## config.mk

```make
export PLATFORM = sky130hd
export DESIGN_NAME = mercury2_dac_rx
export DESIGN_NICKNAME = d
export VERILOG_FILES = /design/src/rtl/mercury2_dac_rx.sv
export SDC_FILE = /design/constraint.sdc
export NUM_CORES = 1
export LEC_CHECK = 0
export ABC_AREA = 1
export BUFFER_PORTS_ARGS = -buffer_cell sky130_fd_sc_hd__clkbuf_2
export CORE_MARGIN = 2
export CORE_UTILIZATION = 45
export DETAILED_ROUTE_END_ITERATION = 8
export PLACE_DENSITY = 0.61
export SETUP_SLACK_MARGIN = 0.15
export SLEW_MARGIN = 0
export SYNTH_ARGS = -nofsm -noshare
export SYNTH_HDL_FRONTEND = slang
export SYNTH_SLANG_ARGS = --single-unit
```

## constraint.sdc

```tcl
create_clock -name clk_50MHZ -period 1.85 [get_ports clk_50MHZ]
set_input_delay 0.185 -clock clk_50MHZ [delete_from_list [all_inputs] [get_ports clk_50MHZ]]
set_output_delay 0.185 -clock clk_50MHZ [all_outputs]
set_load 0.02 [all_outputs]
```

## src/rtl/mercury2_dac_rx.sv

```systemverilog
// -----------------------------------------------------------------------------
// mercury2_dac_rx
// Receiver for the Mercury2 dual 10-bit DAC serial stream. The serial lines are
// oversampled by clk_50MHZ. Each frame is decoded into the input register of
// channel A or B. The input registers are copied to the outputs whenever the
// synchronised LDAC is low.
//
// Ports
//   clk_50MHZ   in   system clock, rising edge
//   reset_n     in   asynchronous active-low reset
//   dac_csn     in   chip select, active low (asynchronous)
//   dac_sck     in   serial clock, data taken on its rising edge (asynchronous)
//   dac_sdi     in   serial data, MSB first (asynchronous)
//   dac_ldac    in   latch, active low, level sensitive (asynchronous)
//   dac0_value  out  channel A output register
//   dac1_value  out  channel B output register
//   dac_gain2x  out  per-channel 2x gain flag (GA bit was 0)
//   dac_on      out  per-channel active flag (SHDN bit was 1)
//   frame_done  out  one-clock pulse, valid frame written to an input register
//   frame_err   out  one-clock pulse, frame ended with a bad bit count
// -----------------------------------------------------------------------------
module mercury2_dac_rx #(
  parameter int FRAME_BITS = 16
) (
  input  logic       clk_50MHZ,
  input  logic       reset_n,
  input  logic       dac_csn,
  input  logic       dac_sck,
  input  logic       dac_sdi,
  input  logic       dac_ldac,
  output logic [9:0] dac0_value,
  output logic [9:0] dac1_value,
  output logic [1:0] dac_gain2x,
  output logic [1:0] dac_on,
  output logic       frame_done,
  output logic       frame_err
);

  localparam logic [5:0] FRAME_CNT = 6'(FRAME_BITS);

  typedef enum logic [1:0] {
    IDLE   = 2'd0,
    SHIFT  = 2'd1,
    COMMIT = 2'd2
  } state_t;

  // Synchroniser stage (two flops per line, third flop for edge detection)
  logic csn_m, csn_s, csn_d;
  logic sck_m, sck_s, sck_d;
  logic sdi_m, sdi_s;
  logic ldac_m, ldac_s;

  always_ff @(posedge clk_50MHZ or negedge reset_n) begin
    if (!reset_n) begin
      csn_m  <= 1'b1;
      csn_s  <= 1'b1;
      csn_d  <= 1'b1;
      sck_m  <= 1'b0;
      sck_s  <= 1'b0;
      sck_d  <= 1'b0;
      sdi_m  <= 1'b0;
      sdi_s  <= 1'b0;
      ldac_m <= 1'b1;
      ldac_s <= 1'b1;
    end else begin
      csn_m  <= dac_csn;
      csn_s  <= csn_m;
      csn_d  <= csn_s;
      sck_m  <= dac_sck;
      sck_s  <= sck_m;
      sck_d  <= sck_s;
      sdi_m  <= dac_sdi;
      sdi_s  <= sdi_m;
      ldac_m <= dac_ldac;
      ldac_s <= ldac_m;
    end
  end

  logic csn_fall, csn_rise, sck_rise;
  assign csn_fall = csn_d & ~csn_s;
  assign csn_rise = ~csn_d & csn_s;
  assign sck_rise = ~sck_d & sck_s;

  // Frame decoder stage
  state_t      state, state_nxt;
  logic [15:0] shift, shift_nxt;
  logic [4:0]  cnt, cnt_nxt;
  logic        commit_ok, commit_bad;

  always_ff @(posedge clk_50MHZ or negedge reset_n) begin
    if (!reset_n) begin
      state <= IDLE;
      shift <= '0;
      cnt   <= '0;
    end else begin
      state <= state_nxt;
      shift <= shift_nxt;
      cnt   <= cnt_nxt;
    end
  end

  // The commit decision is taken on the SHIFT->COMMIT transition using the
  // already-updated count/shift value. A bit clocked in on the same cycle as
  // the CS rise is therefore counted, and the register write and pulse land
  // with the COMMIT cycle itself.
  always_comb begin
    state_nxt  = state;
    shift_nxt  = shift;
    cnt_nxt    = cnt;
    commit_ok  = 1'b0;
    commit_bad = 1'b0;
    case (state)
      IDLE: begin
        if (csn_fall) begin
          shift_nxt = '0;
          cnt_nxt   = '0;
          state_nxt = SHIFT;
        end
      end
      SHIFT: begin
        if (sck_rise) begin
          shift_nxt = {shift[14:0], sdi_s};
          if (cnt != 5'd31) cnt_nxt = cnt + 5'd1;
        end
        if (csn_rise) begin
          state_nxt = COMMIT;
          if ({1'b0, cnt_nxt} == FRAME_CNT) commit_ok = 1'b1;
          else commit_bad = 1'b1;
        end
      end
      COMMIT: state_nxt = IDLE;
      default: state_nxt = IDLE;
    endcase
  end

  // Input register stage
  logic [9:0] in0_value, in1_value;
  logic [1:0] in_gain2x, in_on;

  always_ff @(posedge clk_50MHZ or negedge reset_n) begin
    if (!reset_n) begin
      in0_value  <= '0;
      in1_value  <= '0;
      in_gain2x  <= '0;
      in_on      <= '0;
      frame_done <= 1'b0;
      frame_err  <= 1'b0;
    end else begin
      frame_done <= commit_ok;
      frame_err  <= commit_bad;
      if (commit_ok) begin
        if (shift_nxt[15]) begin
          in1_value    <= shift_nxt[11:2];
          in_gain2x[1] <= ~shift_nxt[13];
          in_on[1]     <= shift_nxt[12];
        end else begin
          in0_value    <= shift_nxt[11:2];
          in_gain2x[0] <= ~shift_nxt[13];
          in_on[0]     <= shift_nxt[12];
        end
      end
    end
  end

  // Output register stage (transparent while LDAC is low)
  always_ff @(posedge clk_50MHZ or negedge reset_n) begin
    if (!reset_n) begin
      dac0_value <= '0;
      dac1_value <= '0;
      dac_gain2x <= '0;
      dac_on     <= '0;
    end else if (!ldac_s) begin
      dac0_value <= in0_value;
      dac1_value <= in1_value;
      dac_gain2x <= in_gain2x;
      dac_on     <= in_on;
    end
  end

endmodule
```

# After elaboration in Yosys (flattened, before gate mapping)
# Index checks and enable logic that the tools add are counted.
[word_totals]
word_cells = 65
register_bits = 83
in_bits = 6
[classes]
reduce_logical = 7
bitwise_logic = 8
n_eq_ne = 6
addsub = 1
muxes = 17
[ops]
columns = ["cell", "n"]
rows = [
  ["2-to-1 mux 16 bit", 2],
  ["one-hot mux 16 bit (2 select lines)", 1],
  ["2-to-1 mux 5 bit", 4],
  ["one-hot mux 5 bit (2 select lines)", 1],
  ["AND reduction 2 bit", 4],
  ["2-to-1 mux 1 bit", 6],
  ["inequality test 2 bit, second input constant", 3],
  ["adder 5 x 1 -> 5 bit, second input constant", 1],
  ["== test 5 bit, second input constant", 1],
  ["inequality test 5 bit, second input constant", 1],
  ["NOT 1 bit", 5],
  ["2-to-1 mux 2 bit", 2],
  ["one-hot mux 2 bit (2 select lines)", 1],
  ["AND 1 bit", 3],
  ["AND reduction 3 bit", 1],
  ["== test 2 x 1 -> 1 bit, second input constant", 1],
  ["zero test 2 bit", 1],
  ["nonzero test 2 bit", 1],
]

# Depth between registers and ports, before layout
[logic_depth]
depth_word = 9
ltp_mapped = 11
mapped_depth_nobuf = 10

# Worst setup path before layout
# OpenSTA, ideal clock, no wires.
[synth_path]
path_kind = "register to register"
from = "reg cnt[0]"
to = "reg in0_value[6]"
setup_slack_ns = 0.259
path_buffers = 1
stages_incl_launch_ff = 12
t_arrival_ns = 1.527
cell_sequence = "dfrtp_1 > ha_1 > inv_1 > nor2_1 > nand3_1 > nand2_1 > nor2_4 > nand2_4 > nor2_8 > buf_8 > nand4_1 > nand2_1"
[synth_via]
elab_chain_cells = 9
word_cells_on_any_way = 10
[synth_lines]
columns = ["item", "line_no", "text"]
rows = [
  ["start: declaration", "87", "logic [4:0] cnt, cnt_nxt;"],
  ["start signal: assignment", "98", "cnt <= cnt_nxt;"],
  ["adder 5 x 1 -> 5 bit / inequality test 5 bit (equally long branches)", "123", "if (cnt != 5'd31) cnt_nxt = cnt + 5'd1;"],
  ["2-to-1 mux 5 bit", "123", ""],
  ["2-to-1 mux 5 bit *", "121", "if (sck_rise) begin"],
  ["2-to-1 mux 5 bit *", "112", "case (state)"],
  ["== test 5 bit *", "127", "if ({1'b0, cnt_nxt} == FRAME_CNT) commit_ok = 1'b1;"],
  ["2-to-1 mux 1 bit *", "127", ""],
  ["2-to-1 mux 1 bit *", "125", "if (csn_rise) begin"],
  ["2-to-1 mux 1 bit *", "112", ""],
  ["AND reduction 2 bit (no source line) *", "--", ""],
  ["end signal: assignment", "157", "in0_value <= shift_nxt[11:2];"],
  ["end: declaration", "137", "logic [9:0] in0_value, in1_value;"],
]
# Mark *: on every way between the ends. The rest lies on a longest branch, timed or not. The select of a mux whose other input is x is not followed.
# A chain may end at the register's enable or synchronous reset.

# Worst setup path in the final report
[layout_path]
from = "reg cnt[0]"
to = "reg in1_value[1]"
[layout_via]
elab_chain_cells = 9
word_cells_on_any_way = 10
[layout_lines]
columns = ["item", "line_no", "text"]
rows = [
  ["adder 5 x 1 -> 5 bit / inequality test 5 bit (equally long branches)", "123", ""],
  ["2-to-1 mux 5 bit", "123", ""],
  ["2-to-1 mux 5 bit *", "121", ""],
  ["2-to-1 mux 5 bit *", "112", ""],
  ["== test 5 bit *", "127", ""],
  ["2-to-1 mux 1 bit *", "127", ""],
  ["2-to-1 mux 1 bit *", "125", ""],
  ["2-to-1 mux 1 bit *", "112", ""],
  ["AND reduction 2 bit (no source line) *", "--", ""],
  ["end signal: assignment", "153", "in1_value <= shift_nxt[11:2];"],
  ["end: declaration", "137", ""],
]
# Marks and branches as above.

==> results.yml <==
grt:
  grt_use_total: 0.169
  grt_pass1_vias: 2296
  antenna_found_initial: 0
  grt_max_degree: 53
  gr-total-overflow: 0
  grt_pass1_wl_mm: 11.3
worst_setup_path:
  crit_buf_inv: 1
  ff2ff_setup_slack_ns: 0.09
  path_cells: "ha_4 -> nand3_2 -> o21ai_2 -> nand3_2 -> nor2_4 -> nand4_4 -> buf_8 -> nand2_1 -> nand2_1"
  cp_data_arrival_time_ns: 1.99
  slowest_delay_ns: 0.42
  r2r-end: "in1_value[1]$_DFFE_PN0P_"
  start_kind: "flip-flop"
  rr_startpoint: "cnt[0]$_DFFE_PN0P_"
  required_ns: 2.08
  critPathCaptureType: "flip-flop"
  startpoint: "cnt[0]$_DFFE_PN0P_"
  crit_fanout: 8
  slowest_stage: "dfrtp_2"
  worst_r2r_path_depth: 9
  crit_family: "simple AND/OR/NAND/NOR gates"
  path_class: "reg -> reg"
timing:
  finalSetupViolations: 0
  setup-tns-final_ns: 0
  finalHoldViolCount: 0
  period_share: 0.951
  fmax_ghz: 0.568
  fin_ws_ns: 0.0904
  timing.slew.headroom: 0.639
  holdWs_ns: 0.302
  final_max_slew_viol_count: 0
  period_needed_ns: 1.76
  worst_pin_slew_ns: 0.542
  rsz0062_at_grt: "yes"
  skew_ns: 0.00889
synthesis:
  avgSynthCellArea_um2: 11.3
  muxShareOfSynthArea: 0.0774
  synth-simple-area-share: 0.203
  syn_inst: 308
  synthTopCellsByArea: "dfrtp_1, mux2_2, nand2_1"
  synth_cell_types: 30
  synth_seq_cells: 83
  synth_edf_count: 0
  synth_top_family_by_area: "simple AND/OR/NAND/NOR gates"
  syn_nets: 315
  seq_area_frac_synth: 0.597
  synth-adder-area-share: 0.00359
  syn_area_um2: 3490
  synth_compound_area_frac: 0.0480
  synth-main-ff-cell: "dfrtp_1"
  synth_top_area_share: 0.559
  synthArstFlopShare: 1.00
  synth_xor_area_frac: 0
  synth_top_cell_by_area: "dfrtp_1"
  ys_warn_count: 0
flow_run:
  maxCapViolCount: 0
power:
  clkPwrFrac: 0.348
  p_seq_frac: 0.488
  power_density_nw_per_um2: 920
  ir_drop_v: 0.000460
  p_total_mw: 4.00
  p_leak_nw: 2.19
  intPower_mw: 2.87
  sw_frac_of_total: 0.282
  switchingPower_mw: 1.13
  pwr-share-comb: 0.165
finish:
  final_area_um2: 4340
  finalNonFillerCells: 474
  fillerInstances: 656
  regArea_um2: 2090
  utilization: 0.571
  multiInputGateArea_um2: 1360
  antenna_cells: 0
  final_nets: 374
  drive_gt1_frac: 0.441
  area_growth_pct: 24.5
die:
  start_util: 0.459
  die_w_um: 92.1
  rows: 32
  core_um2: 7610
  ios: 32
  dieArea_um2: 8480
  die_y_um: 92.1
clock_network:
  numCtsBuffers: 9
  root_buffer: "clkbuf_8"
  clk_latency_ns: 0.35
  cts_tree: "built"
  htree_num_levels: 3
  clkTransAtPathRegs_ns: 0.08
  clock_path_buffers: 2
  cts_num_sinks: 83
outcome:
  status: "completed"
route:
  drt_iter0_drc: 155
  vias: 2330
  drt_pre_antenna_iters: 4
  remaining_drc_errors: 0
  wl_mm: 6.82
  avgRoutedWirePerCell_um: 14.4
  vias_per_cell: 4.92
  drtAntennaViolNets: 0
place:
  hpwl_mm: 4.09
  dp_cells: 438
  pre_cts_slack_ns: -0.0956
  placed_area_um2: 3740
  io_buffers: 31
  gp_congestion: 0.796
worst_hold_path:
  min_path_type: "in -> async"
[per-layer routing]
layer / vias up / wire, um / global-route usage
met2: 45 / 3150 / 0.242
met4: 0 / 66 / 0.0659
met1: 1123 / 3360 / 0.255
met3: 7 / 252 / 0.0312
li1: 1155 / - / -
met5: - / 0 / 0
[synthesized netlist by cell type, types with 5 or more instances]
| cell | n |
|---|---|
| nand4_1 | 25 |
| mux2_2 | 24 |
| o21ai_0 | 5 |
| dfrtp_1 | 78 |
| o22ai_1 | 16 |
| nand3_1 | 9 |
| inv_1 | 27 |
| dfstp_2 | 5 |
| nand2_1 | 69 |
| nand2_2 | 5 |
[cells in the final DEF (no fill, tap or decap), types with 2 or more instances in the layout]
| cell | Yosys | layout |
|---|---|---|
| nand3_1 | 9 | 5 |
| clkbuf_2 | 0 | 30 |
| mux2_2 | 24 | 24 |
| nor2_8 | 2 | 2 |
| inv_2 | 4 | 6 |
| clkbuf_8 | 2 | 12 |
| inv_1 | 27 | 25 |
| buf_6 | 4 | 5 |
| nor2_1 | 3 | 2 |
| buf_4 | 0 | 16 |
| a21oi_2 | 2 | 2 |
| buf_12 | 0 | 2 |
| dfrtp_1 | 78 | 76 |
| nand3_2 | 2 | 5 |
| nand2_4 | 3 | 6 |
| dfstp_2 | 5 | 5 |
| o21ai_4 | 1 | 2 |
| nand4_1 | 25 | 25 |
| dfrtp_2 | 0 | 2 |
| nor2_4 | 4 | 10 |
| nand2_2 | 5 | 23 |
| o22ai_1 | 16 | 16 |
| nand4_4 | 0 | 3 |
| o21ai_0 | 5 | 4 |
| dlygate4sd3_1 | 0 | 5 |
| nand2_1 | 69 | 48 |
[worst max path at each step]
stage	end	slack [ns]	depth (start not counted)
final	in1_value[1]$_DFFE_PN0P_	0.09	9
after global routing	in1_value[0]$_DFFE_PN0P_	0.02	9
after CTS	in_gain2x[0]$_DFFE_PN0P_	0.13	10
after detailed placement	in0_value[8]$_DFFE_PN0P_	-0.1	10
after global placement	in0_value[2]$_DFFE_PN0P_	-0.03	8
after floorplan	in0_value[6]$_DFFE_PN0P_	0.26	11
[power by group through the flow]
stage,Combinational (mW),Clock [mW],Sequential (mW)
floorplan,0.348,0,1.95
global placement,0.449,0,1.96
detailed placement,0.455,0,1.97
CTS,0.553,1.43,1.94
global route,0.720,1.50,1.96
finish,0.658,1.39,1.95
[sequential cells by signal (all words and copies together), names as in the netlist, 5 cells and up]
signal      cells
cnt             5
in0_value      10
dac1_value     10
in1_value      10
shift          16
dac0_value     10
[kinds of logic after synthesis]
kind of cell / Yosys count
compound gates: 25
simple gates: 130
flops: 83
mux: 24
fa+ha+maj: 1
buf+inv: 45
[timing repair]
| action | 4_1_cts | 5_1_grt |
|---|---|---|
| hold buffers | 5 | 0 |
| pin swaps | 6 | 20 |
| setup endpoints to repair | 26 | 26 |
| hold endpoints to repair | 32 | 0 |
| resized for setup | 10 | 43 |
| gates cloned | 1 | 2 |
| setup buffers | 7 | 5 |
[area by class of cell]
class                   count  area share
clock buffers              12      0.0380
clock inverters             4      0.0127
inverters                  31      0.0268
multi-input cells         183       0.314
flip-flops and latches     83       0.480
well taps                 102      0.0294
repair buffers             59      0.0994
Note: power is estimated with default switching activity, not from simulation.
